## config.mk

```make
export PLATFORM = sky130hd
export DESIGN_NAME = mult_shift_add
export DESIGN_NICKNAME = d
export VERILOG_FILES = /design/src/rtl/alu_pkg.sv /design/src/rtl/adder.sv /design/src/rtl/mult_shift_add.sv
export SDC_FILE = /design/constraint.sdc
export NUM_CORES = 1
export LEC_CHECK = 0
export CORE_ASPECT_RATIO = 0.9
export CORE_MARGIN = 5
export CORE_UTILIZATION = 52
export CTS_CLUSTER_DIAMETER = 50
export DETAILED_ROUTE_END_ITERATION = 10
export MAX_ROUTING_LAYER = met4
export PLACE_DENSITY = 0.85
export SLEW_MARGIN = 20
export SYNTH_ARGS = -nofsm -noshare
export SYNTH_HDL_FRONTEND = slang
export SYNTH_HIERARCHICAL = 1
export SYNTH_SLANG_ARGS = --single-unit
```

## constraint.sdc

```tcl
create_clock -name clk -period 12.99 [get_ports clk]
set_clock_uncertainty 0.15 [all_clocks]
set_input_delay 2.598 -clock clk [delete_from_list [all_inputs] [get_ports clk]]
set_output_delay 2.598 -clock clk [all_outputs]
set_load 0.02 [all_outputs]
```

## src/rtl/alu_pkg.sv

```systemverilog
// Shared definitions for the ALU datapath blocks: operand width, multiply
// step count and the multiplier's state encoding.
package alu_pkg;

    localparam int WIDTH = 16;
    localparam int STEPS = 16;

    typedef enum logic [1:0] {
        IDLE = 2'd0,
        BUSY = 2'd1,
        DONE = 2'd2
    } state_t;

endpackage

```

## src/rtl/adder.sv

```systemverilog
// 16-bit ripple-carry adder; overflow is the carry out of the top bit.
module adder
    import alu_pkg::*;
(
    input  logic [WIDTH-1:0] a,
    input  logic [WIDTH-1:0] b,
    output logic [WIDTH-1:0] sum,
    output logic             overflow
);

    always_comb begin
        logic carry;
        carry = 1'b0;
        sum   = '0;
        for (int i = 0; i < WIDTH; i++) begin
            sum[i] = a[i] ^ b[i] ^ carry;
            carry  = (a[i] & b[i]) | (carry & (a[i] ^ b[i]));
        end
        overflow = carry;
    end

endmodule

```

## src/rtl/mult_shift_add.sv

```systemverilog
// Sequential unsigned 16x16 shift-and-add multiplier with valid/ready on both
// sides; one partial-product step per cycle through the shared ripple adder.
module mult_shift_add
    import alu_pkg::*;
#(
    parameter int WIDTH = 16,
    parameter int CNT_W = 5
) (
    input  logic                 clk,
    input  logic                 rst,
    input  logic                 in_valid,
    output logic                 in_ready,
    input  logic [WIDTH-1:0]     a,
    input  logic [WIDTH-1:0]     b,
    output logic                 out_valid,
    input  logic                 out_ready,
    output logic [2*WIDTH-1:0]   product
);

    // The adder is hard-wired to 16 bits, so any other width cannot work.
    if (WIDTH != alu_pkg::WIDTH) begin : g_bad_width
        $error("mult_shift_add: WIDTH must be 16");
    end
    if ((1 << CNT_W) <= WIDTH) begin : g_bad_cnt_w
        $error("mult_shift_add: CNT_W too narrow for WIDTH steps");
    end

    state_t             state_q, state_d;
    logic [WIDTH-1:0]   m_q, m_d;
    logic [WIDTH-1:0]   acc_q, acc_d;
    logic [WIDTH-1:0]   q_q, q_d;
    logic [CNT_W-1:0]   cnt_q, cnt_d;

    logic [WIDTH-1:0]   addend;
    logic [WIDTH-1:0]   sum;
    logic               carry;

    assign addend  = q_q[0] ? m_q : '0;
    assign product = {acc_q, q_q};

    adder u_adder (
        .a        (acc_q),
        .b        (addend),
        .sum      (sum),
        .overflow (carry)
    );

    always_comb begin
        state_d   = state_q;
        m_d       = m_q;
        acc_d     = acc_q;
        q_d       = q_q;
        cnt_d     = cnt_q;
        in_ready  = 1'b0;
        out_valid = 1'b0;

        case (state_q)
            IDLE: begin
                in_ready = 1'b1;
                if (in_valid) begin
                    m_d     = a;
                    q_d     = b;
                    acc_d   = '0;
                    cnt_d   = '0;
                    state_d = BUSY;
                end
            end
            BUSY: begin
                // The carry lands in ACC's MSB, so the full 32-bit product is kept.
                {acc_d, q_d} = {carry, sum, q_q[WIDTH-1:1]};
                cnt_d        = cnt_q + CNT_W'(1);
                if (cnt_q == CNT_W'(STEPS - 1)) begin
                    state_d = DONE;
                end
            end
            DONE: begin
                out_valid = 1'b1;
                if (out_ready) begin
                    state_d = IDLE;
                end
            end
            default: begin
                state_d = IDLE;
            end
        endcase
    end

    always_ff @(posedge clk) begin
        if (rst) begin
            state_q <= IDLE;
            m_q     <= '0;
            acc_q   <= '0;
            q_q     <= '0;
            cnt_q   <= '0;
        end else begin
            state_q <= state_d;
            m_q     <= m_d;
            acc_q   <= acc_d;
            q_q     <= q_d;
            cnt_q   <= cnt_d;
        end
    end

endmodule

```

# --- After elaboration in Yosys (flattened, before gate mapping) ---
# Index checks and enable logic that the tools add are counted.
word_totals:
  in_bits: 36
  regBits: 55
  output_inout_bits: 34
op_classes:
  bitwise_logic: 77
  add_sub_neg: 1
  mux: 13
  eq_ne: 6
  reduce_logical: 5
ops:
  columns: ["cell", "count"]
  rows:
  - ["$pmux W16 S2", 2]
  - ["$mux W16", 3]
  - ["$and A1 B1 Y1", 31]
  - ["$xor A1 B1 Y1", 31]
  - ["$or A1 B1 Y1", 15]
  - ["$pmux W5 S2", 1]
  - ["$mux W2", 3]
  - ["$ne A2 B2 Y1 const B", 3]
  - ["$pmux W2 S3", 1]
  - ["$add A5 B1 Y5 const B", 1]
  - ["$eq A5 B4 Y1 const B", 1]
  - ["$mux W5", 1]
  - ["$reduce_and A2 Y1", 2]
  - ["$reduce_and A3 Y1", 1]
  - ["$eq A2 B1 Y1 const B", 1]
  - ["$eq A2 B2 Y1 const B", 1]
  - ["$logic_not A2 Y1", 1]
  - ["$mux W1", 2]
  - ["$reduce_bool A2 Y1", 1]

# --- Logic depth before layout (Yosys ltp) ---
# Gate-level depths: netlist (run 1).
depth:
  depth_word: 33
  mapped_depth: 23
  mapped_depth_nobuf: 23

# --- Modules after synthesis ---
# Netlist (run 1), hierarchy kept.
modules_own_cells:
  columns: ["mod", "area_per_inst_um2", "seq_area_each_um2", "cells_per_inst", "n_inst"]
  rows:
  - ["mult_shift_add", 2312.2, 1101.1, 288, 1]
  - ["adder", 350.3, 0.0, 26, 1]

# --- Worst setup path before layout (run 1) ---
# No wires, ideal clock.
synth_path:
  path_type: "reg2reg"
  start: "register q_q[0]"
  end: "register acc_q[14]"
  setup_ns: 0.070
  slack_ns: 6.225
  required_time_ns: 12.770
  arrival_time_ns: 6.545
  stages_incl_launch_ff: 24
  path_cell_list: "dfxtp_1 -> and2_1 -> ha_1 -> inv_1 -> fa_1 -> inv_1 -> fa_1 -> fa_1 -> fa_1 -> fa_1 -> fa_1 -> fa_1 -> fa_1 -> fa_1 -> fa_1 -> fa_1 -> fa_1 -> fa_1 -> fa_1 -> inv_1 -> fa_1 -> inv_1 -> nand2_1 -> a21oi_1"
synth_via:
  elab_chain_cells: 32
synth_rtl:
  columns: ["element", "line_no", "text"]
  rows:
  - ["from (decl)", "mult_shift_add.sv:31", "logic [WIDTH-1:0] q_q, q_d;"]
  - ["from (signal assigned)", "mult_shift_add.sv:99", "q_q <= q_d;"]
  - ["$mux W16", "mult_shift_add.sv:38", "assign addend = q_q[0] ? m_q : '0;"]
  - ["via addend[0]", "mult_shift_add.sv:34", "logic [WIDTH-1:0] addend;"]
  - ["$and A1 B1 Y1 (2 in a row)", "adder.sv:17", "carry = (a[i] & b[i]) | (carry & (a[i] ^ b[i]));"]
  - ["$or A1 B1 Y1", "adder.sv:17", null]
  - ["$and A1 B1 Y1", "adder.sv:17", null]
  - ["$or A1 B1 Y1", "adder.sv:17", null]
  - ["$and A1 B1 Y1", "adder.sv:17", null]
  - ["$or A1 B1 Y1", "adder.sv:17", null]
  - ["[... 17 more ...]", null, null]
  - ["$or A1 B1 Y1", "adder.sv:17", null]
  - ["$and A1 B1 Y1", "adder.sv:17", null]
  - ["$or A1 B1 Y1", "adder.sv:17", null]
  - ["$and A1 B1 Y1", "adder.sv:17", null]
  - ["$or A1 B1 Y1", "adder.sv:17", null]
  - ["$xor A1 B1 Y1", "adder.sv:16", "sum[i] = a[i] ^ b[i] ^ carry;"]
  - ["via sum[15]", "mult_shift_add.sv:35", "logic [WIDTH-1:0] sum;"]
  - ["$pmux W16 S2", "mult_shift_add.sv:57", "case (state_q)"]
  - ["to (signal assigned)", "mult_shift_add.sv:92", "acc_q <= '0;"]
  - ["to (signal assigned)", "mult_shift_add.sv:98", "acc_q <= acc_d;"]
  - ["to (decl)", "mult_shift_add.sv:30", "logic [WIDTH-1:0] acc_q, acc_d;"]
# The timed path passes the listed nets, and every way through them passes these cells.
# A chain may end at the register's enable or synchronous reset.

# --- Worst setup path after layout (run 1) ---
# Same ends and word-level chain as after synthesis.

==> results.py, run 1 <==
metrics = {
    "outcome": {
        "outcome": "complete, no violations",
    },
    "sta": {
        "fin_crit_sh": 0.5538,
        "slew_headroom": 0.3252,
        "setup_viol": 0,
        "layout_setup_ws_ns": 5.796,
        "finalHoldViolations": 0,
        "drv_slew": 0,
        "tightest_slew_ns": 1.008,
        "hold_ws_ns": 0.3037,
        "finalCriticalPeriod_ns": 7.194,
        "fmax_ghz": 0.1390,
        "rsz0062_at_grt": "false",
        "finalSetupTns_ns": 0,
    },
    "floorplanning": {
        "die_w_microns": 85.43,
        "fp.coreArea_sq_um": 4895,
        "die_area_sq_um": 6653,
        "rows": 24,
        "initial_core_util": 0.5440,
        "fp.dieH_microns": 77.89,
        "ios": 70,
    },
    "synth": {
        "synth-seq-cells": 55,
        "syn-num-nets": 368,
        "synth_warnings": 6,
        "syn_area_sq_um": 2663,
        "synthArstFlopShare": 0,
        "synth_cells": 314,
        "synth_enable_flop_cells": 0,
        "ys_types": 32,
        "synth.avg_cell_area_sq_um": 8.479,
        "seq_area_frac_synth": 0.4135,
        "ys.flop_type": "dfxtp_1",
    },
    "clock_network": {
        "cts_tree": "done",
        "hold_buffers": 0,
        "cts_setup_buffers": 0,
        "clock_latency_ns": 0.31,
        "cts_sinks": 55,
        "clk_path_buf_depth": 2,
        "cts_buffers": 5,
        "post_cts_resized": 0,
        "cts_max_level": 2,
        "root_buffer": "clkbuf_8",
        "path_clk_slew_ns": 0.09,
    },
    "finish": {
        "drive_gt1_frac": 0.04336,
        "regArea_sq_um": 1101,
        "n_fill_cell": 388,
        "multi_input_area_sq_um": 1364,
        "antenna_cells": 0,
        "area_growth_syn_to_layout_pct": 28.05,
        "finalNetCount": 422,
    },
    "routing": {
        "vias": 2314,
        "via_per_inst": 5.332,
        "drt-initial-drc-count": 135,
        "ant_nets": 0,
        "drt_wl_total_microns": 6041,
        "drt_pass1_iterations": 4,
        "drc": 0,
        "post_drt_wl_per_cell_microns": 13.92,
    },
    "placement": {
        "routabilityCongestion": 0.7537,
        "dp_hpwl_microns": 4071,
        "portBuffers": 69,
        "dpl_worst_slack_ns": 5.867,
    },
    "global_route": {
        "grt_pass1_vias": 2277,
        "grt_antenna_before_repair": 0,
        "overflow": 0,
        "grt_pass1_wl_microns": 10320,
        "grt_max_degree": 56,
        "grt_usage": 0.1944,
    },
    "job": {
        "cap_violations": 0,
    },
    "critical_path": {
        "start_kind": "flip-flop",
        "cp_max_fo": 18,
        "crit_type": "flip-flop to flip-flop",
        "crit_arrival_ns": 7.28,
        "cp.required_ns": 13.07,
        "end_kind": "flip-flop",
    },
    "power": {
        "ir_worst_vdd_v": 0.00007466,
        "leakage_nw": 1.349,
        "p_total_uw": 362.9,
        "power_density_nw_per_um2": 106.5,
    },
    "worst_hold_path": {
        "hold_path.class": "flip-flop to flip-flop",
    },
}
-- metal layers --
metal	global-route usage	up-vias	part of all wire	wire (microns)
li1	-	1142	-	-
met1	0.2419	1098	0.43	2590
met2	0.3230	65	0.49	2974
met3	0.03496	9	0.064	389
met4	0.05696	0	0.015	88
met5	-	-	0	0
-- layout make-up --
| cell class | count | area share |
|---|---|---|
| multi-input cells | 223 | 0.4000 |
| clock inverters | 2 | 0.01028 |
| well taps | 65 | 0.02385 |
| flip-flops and latches | 55 | 0.3229 |
| clock buffers | 6 | 0.02422 |
| repair buffers | 71 | 0.2055 |
| inverters | 12 | 0.01321 |
-- cell families (layout without fill, tap and decap cells) --
logic type / after synthesis / after routing / synth area share
buffers and inverters: 36 / 91 / 0.07424
and+or+nand+nor: 132 / 132 / 0.2232
AOI/OAI and AO/OA: 73 / 73 / 0.1621
adders and majority gates: 18 / 18 / 0.1269
DFF: 55 / 55 / 0.4135
-- cells in the mapped netlist, drive strengths merged (2+ instances only) --
master | n | area share
nand2 | 67 | 0.094
clkbuf | 6 | 0.0085
and2 | 16 | 0.038
nand2b | 2 | 0.0047
a21oi | 50 | 0.094
fa | 15 | 0.11
buf | 18 | 0.049
inv | 12 | 0.017
dfxtp | 55 | 0.41
ha | 3 | 0.014
nand3 | 20 | 0.038
a211oi | 16 | 0.045
nor2 | 20 | 0.029
-- per-stage QoR --
step,cells,utilization,area (sq um)
finish,434,0.6966,3410
global route,434,0.6966,3410
floorplan,314,-,2663
global placement,426,0.6725,3292
CTS,434,0.6966,3410
detailed placement,426,0.6725,3292
-- report_power, final --
| group | internal, mW | leakage, nW | switching, mW |
|---|---|---|---|
| clock | 0.0624 | 0.0612 | 0.0542 |
| combinational | 0.0282 | 0.838 | 0.0334 |
| sequential | 0.177 | 0.450 | 0.00721 |
| total | 0.268 | 1.35 | 0.0949 |
-- worst paths after layout --
path	slack (ns)	startpoint	cells past startpoint	endpoint
worst min-delay path	0.30	m_q[10]	2	m_q[10]
worst min register to register	0.30	m_q[10]	2	m_q[10]
worst max register to register	5.80	q_q[0]	23	acc_q[14]
worst max-delay path	5.80	q_q[0]	23	acc_q[14]
-- critical path, stage by stage, from the launching register on --
cell and delay (ns):
dfxtp_1 0.46, and2_1 0.23, ha_1 0.17, inv_1 0.06
fa_1 0.16, inv_1 0.05, fa_1 0.38, fa_1 0.39
fa_1 0.39, fa_1 0.39, fa_1 0.39, fa_1 0.39
fa_1 0.42, fa_1 0.43, fa_1 0.40, fa_1 0.40
fa_1 0.40, fa_1 0.39, fa_1 0.36, inv_1 0.07
fa_1 0.40, inv_1 0.06, nand2_1 0.04, a21oi_1 0.13
-- registers in the layout, indices dropped and copies added (netlist names) --
name     cells
cnt_q        5
m_q         16
acc_q       16
q_q         16
state_q      2
-- layout by cell type (no fill, tap or decap), drive strengths merged --
cell type and count:
clkdlybuf4s50 68, nand2 67, dfxtp 55, a21oi 50, nand3 20, nor2 20, and2 16, a211oi 16
fa 15, inv 12, clkbuf 6, ha 3, buf 3, nand2b 2, and3 1, nor2b 1
and2b 1, or3b 1, o21a 1, nor3b 1, o21ba 1, a311oi 1, o21bai 1, or3 1
a31oi 1, o211a 1, nor3 1, a22oi 1, clkinv 1, bufinv 1
Power figures use the tool's default switching activity.
==> run 2: changes to the inputs <==
- CORE_UTILIZATION: 52 -> 48
- PLACE_DENSITY: 0.85 -> 0.79
- clock period: 12.99 -> 7.1 ns (I/O delays scaled with it)
==> run 2 against run 1 <==
Via count shrank 2.4%. Clock power grew 61%. Critical endpoint unchanged. Worst hold slack lost 0.00067 ns. Critical path type unchanged. Register-to-register slack lost 5.5 ns. Sequential cell count is the same.
==> results.py, run 2 (synthesized netlist as in run 1, its figures left out) <==
metrics = {
    "critical_path": {
        "end_kind": "flip-flop",
        "cp_max_fo": 3,
        "crit_type": "flip-flop to flip-flop",
        "start_kind": "flip-flop",
        "cp.required_ns": 7.18,
        "crit_arrival_ns": 6.86,
    },
    "floorplanning": {
        "fp.dieH_microns": 80.66,
        "initial_core_util": 0.5007,
        "fp.coreArea_sq_um": 5318,
        "die_area_sq_um": 7138,
        "die_w_microns": 88.51,
        "rows": 25,
        "ios": 70,
    },
    "placement": {
        "routabilityCongestion": 0.7547,
        "dp.cells": 429,
        "portBuffers": 69,
        "dp_hpwl_microns": 4029,
    },
    "clock_network": {
        "cts_tree": "done",
        "cts_max_level": 2,
        "cts_sinks": 55,
        "cts_setup_buffers": 0,
        "root_buffer": "clkbuf_8",
        "path_clk_slew_ns": 0.09,
        "clk_path_buf_depth": 2,
        "cts_buffers": 5,
        "clock_latency_ns": 0.31,
    },
    "power": {
        "leakage_nw": 1.337,
        "p_seq_frac": 0.526,
        "p_sw_uw": 172.2,
        "cell_internal_pwr_uw": 466.2,
        "power_frac_comb": 0.180,
        "power_density_nw_per_um2": 187.2,
        "ir_worst_vdd_v": 0.0001140,
        "clkPwrFrac": 0.294,
        "switching_share": 0.2698,
    },
    "global_route": {
        "grt_pass1_wl_microns": 9715,
        "overflow": 0,
        "grt_usage": 0.1804,
        "grt_antenna_before_repair": 0,
        "grt_max_degree": 56,
        "grt_pass1_vias": 2162,
    },
    "sta": {
        "fin_crit_sh": 0.9545,
        "finalHoldViolations": 0,
        "tightest_slew_ns": 1.027,
        "hold_ws_ns": 0.3030,
        "setup_viol": 0,
        "drv_slew": 0,
        "fmax_ghz": 0.1476,
        "rsz0062_at_grt": "false",
        "slew_headroom": 0.3150,
        "finalSetupTns_ns": 0,
        "finalCriticalPeriod_ns": 6.777,
    },
    "routing": {
        "drt_wl_total_microns": 5947,
        "post_drt_wl_per_cell_microns": 13.61,
        "via_per_inst": 5.167,
        "vias": 2258,
        "ant_nets": 0,
        "drc": 0,
        "drt_pass1_iterations": 4,
        "drt-initial-drc-count": 141,
    },
    "finish": {
        "drive_gt1_frac": 0.05135,
        "antenna_cells": 0,
        "largestRegisters": "acc_q x16, m_q x16, q_q x16",
        "layout_commonest_cell": "clkdlybuf4s50_1",
        "final_cells": 437,
        "n_fill_cell": 490,
        "area_growth_syn_to_layout_pct": 28.05,
        "finalNetCount": 423,
        "final_cell_mix": "clkdlybuf4s50_1 (68), nand2_1 (67), dfxtp_1 (55), a21oi_1 (50), nand3_1 (20)",
    },
    "worst_hold_path": {
        "hold_path.class": "flip-flop to flip-flop",
    },
    "outcome": {
        "outcome": "complete, no violations",
    },
    "job": {
        "cap_violations": 0,
    },
}
run 2: cell types whose count changed in the layout (fill, tap and decap cells not counted), sizes merged:
| cell | previous run | this run |
|---|---|---|
| clkbuf | 6 | 8 |
| buf | 3 | 4 |
| bufinv | 1 | 0 |
| clkinv | 1 | 0 |
run 2: through the flow:
| stage | setup WS [ns] | total power, mW | instance area (sq um) | utilization |
|---|---|---|---|---|
| 2_1_floorplan | 0.3348 | 0.4126 | 2663 | - |
| 3_3_place_gp | 0.3300 | 0.4563 | 3302 | 0.6209 |
| 3_5_place_dp | 0.2012 | 0.4581 | 3302 | 0.6209 |
| 4_1_cts | 0.1914 | 0.6431 | 3402 | 0.6398 |
| 5_1_grt | 0.01499 | 0.6740 | 3410 | 0.6412 |
| 6_report | 0.3234 | 0.6384 | 3410 | 0.6412 |
run 2: path summary, 6_finish.rpt:
path | start | end | slack [ns] | cells past startpoint
worst max-delay path | q_q[0] | acc_q[14] | 0.32 | 23
worst min-delay path | m_q[5] | m_q[5] | 0.30 | 2
worst max register to register | q_q[0] | acc_q[14] | 0.32 | 23
worst min register to register | m_q[5] | m_q[5] | 0.30 | 2
run 2: worst max-delay path, stage by stage (launching register included):
cell     delay (ns)
dfxtp_1        0.33
and2_1         0.15
ha_1           0.17
inv_1          0.07
fa_1           0.16
inv_1          0.05
fa_1           0.37
fa_1           0.38
fa_1           0.38
fa_1           0.39
fa_1           0.39
fa_1           0.39
fa_1           0.38
fa_1           0.40
fa_1           0.40
fa_2           0.35
fa_2           0.35
fa_2           0.34
fa_1           0.37
inv_1          0.09
fa_1           0.42
inv_1          0.06
nand2_1        0.05
a21oi_1        0.13
run 2: metal layers:
layer | vias up | wire length (microns) | global-route usage
li1 | 1142 | - | -
met1 | 1049 | 2675 | 0.2172
met2 | 61 | 2845 | 0.2967
met3 | 6 | 359 | 0.05026
met4 | 0 | 67 | 0.04985
met5 | - | 0 | -
run 2: area by class of cell:
cell class,count,area (sq um),area share
Clock buffer,8,100.1,0.02936
Sequential cell,55,1101,0.3229
Inverter,12,45.04,0.01321
Tap cell,67,83.83,0.02459
Multi-Input combinational cell,223,1371,0.4022
Timing Repair Buffer,72,708.2,0.2077
run 2: what timing repair did:
action | 4_1_cts | 5_1_grt
hold buffers | 0 | 0
resized for setup | 0 | 3
endpoints found under the setup margin | 0 | 1
run 2: power by group through the flow:
| stage | clock [mW] | combinational (mW) | sequential (mW) |
|---|---|---|---|
| after floorplan | 0 | 0.0602 | 0.352 |
| after global placement | 0 | 0.114 | 0.343 |
| after detailed placement | 0 | 0.115 | 0.343 |
| after CTS | 0.192 | 0.116 | 0.336 |
| after global routing | 0.210 | 0.126 | 0.339 |
| final | 0.188 | 0.115 | 0.336 |
